`config.mk`:
```
export PLATFORM = sky130hd
export DESIGN_NAME = rip_muldiv_seq
export DESIGN_NICKNAME = d
export VERILOG_FILES = /design/src/rtl/rip_muldiv_seq.sv
export SDC_FILE = /design/constraint.sdc
export NUM_CORES = 2
export LEC_CHECK = 0
export CAP_MARGIN = 20
export CORE_MARGIN = 2
export CORE_UTILIZATION = 50
export CTS_BUF_LIST = sky130_fd_sc_hd__clkbuf_4 sky130_fd_sc_hd__clkbuf_8
export DETAILED_ROUTE_END_ITERATION = 10
export GPL_TIMING_DRIVEN = 1
export PLACE_DENSITY = 0.64
export SLEW_MARGIN = 10
export SYNTH_ARGS = -nofsm -noshare
export SYNTH_HDL_FRONTEND = slang
export SYNTH_SLANG_ARGS = --single-unit
```
`constraint.sdc`:
```
create_clock -name clk -period 17.9 [get_ports clk]
set_clock_uncertainty 0.2 [all_clocks]
set_input_delay 3.58 -clock clk [delete_from_list [all_inputs] [get_ports clk]]
set_output_delay 3.58 -clock clk [all_outputs]
set_load 0.02 [all_outputs]
```
`src/rtl/rip_muldiv_seq.sv`:
```
// rip_muldiv_seq: sequential RV32M multiply/divide unit with a one-cycle multiplier
// and a radix-2 restoring divider.
//
// state | meaning
// IDLE  | waiting for a one-hot op request
// MUL   | one cycle evaluating the 33x33 signed product
// DIV   | 32 restoring iterations, then one sign-fixup cycle
// DONE  | result valid, done pulses; a new request is accepted back-to-back
module rip_muldiv_seq (
  input  logic        clk,
  input  logic        rstn,
  input  logic        start,
  input  logic [7:0]  op,
  input  logic [31:0] rs1,
  input  logic [31:0] rs2,
  input  logic        flush,
  output logic        busy,
  output logic        done,
  output logic [31:0] result
);

  typedef enum logic [1:0] {IDLE, MUL, DIV, DONE} state_t;

  state_t      state_q, state_d;
  logic [7:0]  op_q;
  logic [31:0] rs1_q, rs2_q;
  logic [5:0]  cnt_q;
  logic [31:0] quo_q, rem_q, dvs_q;
  logic [31:0] result_q, result_d;
  logic        load_result;

  logic        op_onehot, accept;
  logic        req_mul, req_signed_div, req_rem;
  logic        div_zero, div_ovf;
  logic [31:0] special_res;
  logic [31:0] a_mag, b_mag;

  assign op_onehot      = (op != 8'd0) && ((op & (op - 8'd1)) == 8'd0);
  assign req_mul        = |op[7:4];
  assign req_signed_div = op[3] | op[1];
  assign req_rem        = op[1] | op[0];
  assign div_zero       = (rs2 == 32'd0);
  assign div_ovf        = req_signed_div && (rs1 == 32'h8000_0000) && (rs2 == 32'hFFFF_FFFF);
  assign a_mag          = (req_signed_div && rs1[31]) ? (32'd0 - rs1) : rs1;
  assign b_mag          = (req_signed_div && rs2[31]) ? (32'd0 - rs2) : rs2;

  // Divide-by-zero and signed overflow are resolved at accept and skip DIV.
  always_comb begin
    special_res = 32'd0;
    if (div_zero)
      special_res = req_rem ? rs1 : 32'hFFFF_FFFF;
    else if (div_ovf)
      special_res = req_rem ? 32'd0 : 32'h8000_0000;
  end

  // Multiplier operates on the captured operands.
  logic               mul_s1, mul_s2;
  logic signed [32:0] mul_a, mul_b;
  logic signed [63:0] prod;
  logic [31:0]        mul_res;

  assign mul_s1  = op_q[7] | op_q[6] | op_q[5];
  assign mul_s2  = op_q[7] | op_q[6];
  assign mul_a   = {mul_s1 & rs1_q[31], rs1_q};
  assign mul_b   = {mul_s2 & rs2_q[31], rs2_q};
  assign prod    = mul_a * mul_b;
  assign mul_res = op_q[7] ? prod[31:0] : prod[63:32];

  // One restoring step: shift next dividend bit into the partial remainder.
  logic [32:0] r_sh, diff;
  logic        q_bit;

  assign r_sh  = {rem_q, quo_q[31]};
  assign diff  = r_sh - {1'b0, dvs_q};
  assign q_bit = ~diff[32];

  logic        div_signed_q, div_rem_q;
  logic [31:0] q_fix, r_fix, div_res;

  assign div_signed_q = op_q[3] | op_q[1];
  assign div_rem_q    = op_q[1] | op_q[0];
  assign q_fix        = (div_signed_q && (rs1_q[31] ^ rs2_q[31])) ? (32'd0 - quo_q) : quo_q;
  assign r_fix        = (div_signed_q && rs1_q[31]) ? (32'd0 - rem_q) : rem_q;
  assign div_res      = div_rem_q ? r_fix : q_fix;

  always_comb begin
    state_d     = state_q;
    load_result = 1'b0;
    result_d    = result_q;
    accept      = 1'b0;
    busy        = 1'b0;
    done        = 1'b0;

    case (state_q)
      IDLE, DONE: begin
        done   = (state_q == DONE);
        accept = start && op_onehot;
        if (accept) begin
          if (req_mul) begin
            state_d = MUL;
          end else if (div_zero || div_ovf) begin
            state_d     = DONE;
            load_result = 1'b1;
            result_d    = special_res;
          end else begin
            state_d = DIV;
          end
        end else begin
          state_d = IDLE;
        end
      end
      MUL: begin
        busy        = 1'b1;
        state_d     = DONE;
        load_result = 1'b1;
        result_d    = mul_res;
      end
      DIV: begin
        busy = 1'b1;
        if (cnt_q == 6'd32) begin
          state_d     = DONE;
          load_result = 1'b1;
          result_d    = div_res;
        end
      end
      default: state_d = IDLE;
    endcase

    // Flush wins over everything, including a same-cycle request.
    if (flush) begin
      state_d     = IDLE;
      load_result = 1'b0;
      accept      = 1'b0;
    end
  end

  always_ff @(posedge clk or negedge rstn) begin
    if (!rstn) state_q <= IDLE;
    else       state_q <= state_d;
  end

  always_ff @(posedge clk or negedge rstn) begin
    if (!rstn) begin
      op_q     <= 8'd0;
      rs1_q    <= 32'd0;
      rs2_q    <= 32'd0;
      cnt_q    <= 6'd0;
      quo_q    <= 32'd0;
      rem_q    <= 32'd0;
      dvs_q    <= 32'd0;
      result_q <= 32'd0;
    end else begin
      if (load_result)
        result_q <= result_d;
      if (accept) begin
        op_q  <= op;
        rs1_q <= rs1;
        rs2_q <= rs2;
        cnt_q <= 6'd0;
        quo_q <= a_mag;
        rem_q <= 32'd0;
        dvs_q <= b_mag;
      end else if (state_q == DIV && cnt_q != 6'd32 && !flush) begin
        rem_q <= q_bit ? diff[31:0] : r_sh[31:0];
        quo_q <= {quo_q[30:0], q_bit};
        cnt_q <= cnt_q + 6'd1;
      end
    end
  end

  assign result = result_q;

endmodule
```
==> impl_summary.txt <==
----------------------------------------------------
[Status]
  Run status ... complete, no violations

[Place]
  Placer's final routability congestion estimate ... between 0.9 and 1
  Number of buffers added on ports ... about 110
  Post-detail-place hpwl ... about 120000 µm
  Standard cell area after detailed placement ... 54370 µm²

[Route]
  ANT nets after route ... 0
  First-pass detailed-route iteration total ... 5
  Via density per instance ... about 5.6
  Wirelength per Cell ... a little over 20 µm
  Number of DRC markers in iteration 0 ... around 3000
  Number of vias in the routed layout ... 41070
  Overall routed net length ... ~150000 µm
  DRC ... 0

[GRT]
  Maximum number of pins on one net before global-route repair ... between 80 and 90
  First-pass GRT wire length ... between 200000 and 250000 µm
  Global-route congestion overflow total ... 0
  Number of global-route vias before repair ... between 40000 and 50000
  Number of antenna violations at the first check in global routing ... 8
  Tot GR Track Use ... slightly below 30%

[Timing]
  Final worst-path cycle share ... between 50% and 60%
  Setup violation total in the final timing report ... 0
  Total Neg Setup Slack ... 0 ps
  Total count of max-transition violations in the final report ... 0
  Setup repair after global routing missed its margin ... false
  Worst slew margin ... between 20% and 30%
  Slew of the pin with the lowest slew margin ... around 1100 ps
  Maximum frequency from static timing analysis ... 0.1005 GHz
  Final critical delay including setup and external delays ... about 10000 ps
  Number of endpoints with negative hold slack in the final report ... 0

[Pwr]
  IR Drop Worst-Case VDD ... between 0.08 and 0.09 mV
  Leakage power ... approximately 27 nW
  Pwr Density ... around 75 nW/µm²

[Critical path]
  Cell with the biggest individual delay on the critical path ... sky130_fd_sc_hd__fa_1
  Critical path class ... register to register
  CP endpoint kind ... register
  Largest fanout on the critical path ... 30
  Highest cell delay on the worst timing path ... 770 ps
  Most used cell along the critical path ... sky130_fd_sc_hd__fa_1
  Startpoint class of the critical path ... register
  Endpoint required time on the critical path ... around 18000 ps
  Data arrival, critical path ... 10230 ps
  Reg-to-reg critical path startpoint ... op_q[7]
  Start point of the critical path ... op_q[7]

[Yosys]
  Yosys top cell by area ... sky130_fd_sc_hd__fa_1
  Post-synthesis cell area ... roughly 52000 µm²
  Number of enable-type register cells in the synthesized netlist ... 0
  Avg Synthesized Cell Area ... around 8.6 µm²
  Distinct cells, synth ... between 80 and 90
  Cell types occupying the most area after synthesis ... sky130_fd_sc_hd__fa_1 43%, sky130_fd_sc_hd__dfrtp_1 9.8%, sky130_fd_sc_hd__inv_1 9.1%
  Post-synth top flop ... sky130_fd_sc_hd__dfrtp_1
  Total number of yosys warnings ... 0
  Number of nets produced by synthesis ... between 7000 and 8000
  Area share of the largest cell type after synthesis ... a little over two fifths
  Async set-or-reset flop fraction in the synthesized netlist ... 100.0%
  Total of flip-flops plus latches after synthesis ... 205
  Synthesized netlist cell count ... just over 6000
  Sequential area share after synthesis ... 9.839%

[Die]
  Std cell rows ... 118
  Overall die area ... 106900 µm²
  Area inside the core boundary ... about 100000 µm²
  Starting density of the core ... between 50 and 60%
  Die outline width ... roughly 330 µm
  Io pins ... 110
  Chip Height ... between 300 and 400 µm

[Clock network]
  Clock root buffer ... sky130_fd_sc_hd__clkbuf_8
  Total clock buffers created by CTS ... 40
  Setup repair bufs after CTS ... 0
  Buffer levels on the longest clock path ... 3
  Clock-pin transition on the worst setup and hold timing paths ... ~60 ps
  Number of H-tree levels ... 2
  Count of hold-fix buffers inserted at cts ... 0
  Quantity of gates resized following cts ... 0
  CTS tree ... yes
  Clock tree sinks ... between 200 and 250
  Clock insertion delay at the later pin of the skew report ... between 600 and 700 ps

[Flow run]
  Max Cap Violations ... 0

[Finish]
  Number of nets in the final layout ... between 7000 and 8000
  Most frequent standard cell in the layout excluding fill and tap cells ... sky130_fd_sc_hd__inv_1
  Commonest non-fill, non-tap cells in the layout ... 1262 x sky130_fd_sc_hd__inv_1, 1170 x sky130_fd_sc_hd__nand2_1, 1126 x sky130_fd_sc_hd__fa_1
  Area of all placed cells without fillers ... between 50000 and 60000 µm²
  Fill cells ... 9712
  Layout cells sized above 1 ... about 3.8%
  Area growth syn-to-layout ... 6.057%

[Worst hold path]
  Start point of the worst min-delay path ... rs1_q[8]
  Hold Crit Class ... register to register

----------------------------------------------------
Yosys cell counts (11+ instances only):
cell,n
sky130_fd_sc_hd__inv_1,1262
sky130_fd_sc_hd__nand2_1,1170
sky130_fd_sc_hd__fa_1,1126
sky130_fd_sc_hd__clkbuf_1,334
sky130_fd_sc_hd__and2_1,262
sky130_fd_sc_hd__ha_1,255
sky130_fd_sc_hd__dfrtp_1,205
sky130_fd_sc_hd__o21ai_0,201
sky130_fd_sc_hd__a21oi_1,188
sky130_fd_sc_hd__nor2_1,188
sky130_fd_sc_hd__xnor2_1,126
sky130_fd_sc_hd__xor2_1,73
sky130_fd_sc_hd__a21o_1,49
sky130_fd_sc_hd__nand3_1,47
sky130_fd_sc_hd__nor3_1,45
sky130_fd_sc_hd__a31oi_1,36
sky130_fd_sc_hd__nand4_1,30
sky130_fd_sc_hd__mux2i_1,28
sky130_fd_sc_hd__o31ai_1,28
sky130_fd_sc_hd__or3_1,25
sky130_fd_sc_hd__a211oi_1,23
sky130_fd_sc_hd__nand2b_1,22
sky130_fd_sc_hd__nor2b_1,20
sky130_fd_sc_hd__nor4_1,20
sky130_fd_sc_hd__o211ai_1,20
sky130_fd_sc_hd__o22a_1,20
sky130_fd_sc_hd__or2_2,19
sky130_fd_sc_hd__and3_1,18
sky130_fd_sc_hd__o21a_1,17
sky130_fd_sc_hd__o21ai_1,16
sky130_fd_sc_hd__o22ai_1,15
sky130_fd_sc_hd__buf_2,11
sky130_fd_sc_hd__mux2_2,11
worst max-delay path: cells and delay by family (launching register included):
kind	cells	cell delay [ps]
flip-flops	1	650
XOR/XNOR	1	190
AO/OA/AOI/OAI	8	2040
adder cells (fa/ha/maj)	9	5000
buffers and inverters	8	1460
AND/OR/NAND/NOR	2	260
per-layer routing:
metal | vias up | global-route usage, % | part of all wire, %
met1 | 21370 | 40.04 | 41
met3 | 279 | 3.185 | 5.6
li1 | 18080 | - | -
met5 | - | 0 | 0.029
met4 | 6 | 8.875 | 3.4
met2 | 1335 | 50.94 | 49
kinds of logic (layout without fill, tap and decap cells):
group | after synthesis | count (layout) | share of synthesized area [%]
xor+xnor | 203 | 203 | 3.504
buf+inv | 1610 | 1534 | 11.62
other cells | 0 | 2 | 0
flops | 205 | 205 | 9.839
compound gates | 713 | 713 | 8.519
simple gates | 1907 | 1907 | 16.37
mux | 39 | 39 | 0.7751
fa+ha+maj | 1382 | 1382 | 49.37
cell type report:
| cell class | instances | area (µm²) | area share, % |
|---|---|---|---|
| Timing Repair Buffer | 198 | 1792 | 3.240 |
| Sequential cell | 205 | 5141 | 9.297 |
| Multi-Input combinational cell | 4244 | 41010 | 74.17 |
| Clock inverter | 6 | 58.81 | 0.1063 |
| Clock buffer | 67 | 822.0 | 1.487 |
| Antenna cell | 2 | 5.005 | 0.009051 |
| Inverter | 1263 | 4741 | 8.573 |
| Tap cell | 1380 | 1727 | 3.122 |
final timing paths:
check                                  end  slack, ps  depth (start not counted)
worst max-delay path            result[25]       7950                         28
worst min-delay path              rs1_q[8]        270                          2
worst max register to register  result[25]       7950                         28
worst min register to register    rs1_q[8]        270                          2
max in group asynchronous        rs1_q[18]      13230                          2
min in group asynchronous        quo_q[24]       2740                          1
flip-flops by register name, indices dropped and copies added, names as in the netlist:
| register | cells |
|---|---|
| cnt_q | 6 |
| dvs_q | 31 |
| op_q | 6 |
| quo_q | 32 |
| rem_q | 32 |
| result | 32 |
| rs1_q | 32 |
| rs2_q | 32 |
| state_q | 2 |
where the power goes:
| part | leakage (nW) | internal [mW] | switching (mW) | total (mW) |
|---|---|---|---|---|
| combinational | 23.5 | 0.988 | 1.77 | 2.76 |
| sequential | 2.57 | 0.614 | 0.266 | 0.879 |
| clock | 0.475 | 0.304 | 0.229 | 0.533 |
| total | 26.5 | 1.91 | 2.27 | 4.17 |
metrics by stage:
step | setup WS, ps | instances | utilization (%) | hold WS [ps] | power (mW)
final | 7955 | 7365 | 53.43 | 274.0 | 4.174
after floorplan | 9288 | 6059 | - | 249.8 | 2.609
after CTS | 7940 | 7361 | 53.38 | 279.8 | 4.161
after global routing | 7382 | 7363 | 53.42 | 296.0 | 4.494
after detailed placement | 7958 | 7288 | 52.53 | 264.5 | 3.610
after global placement | 8268 | 7288 | 52.53 | 258.9 | 3.582
Note: power is estimated with default switching activity, not from simulation.
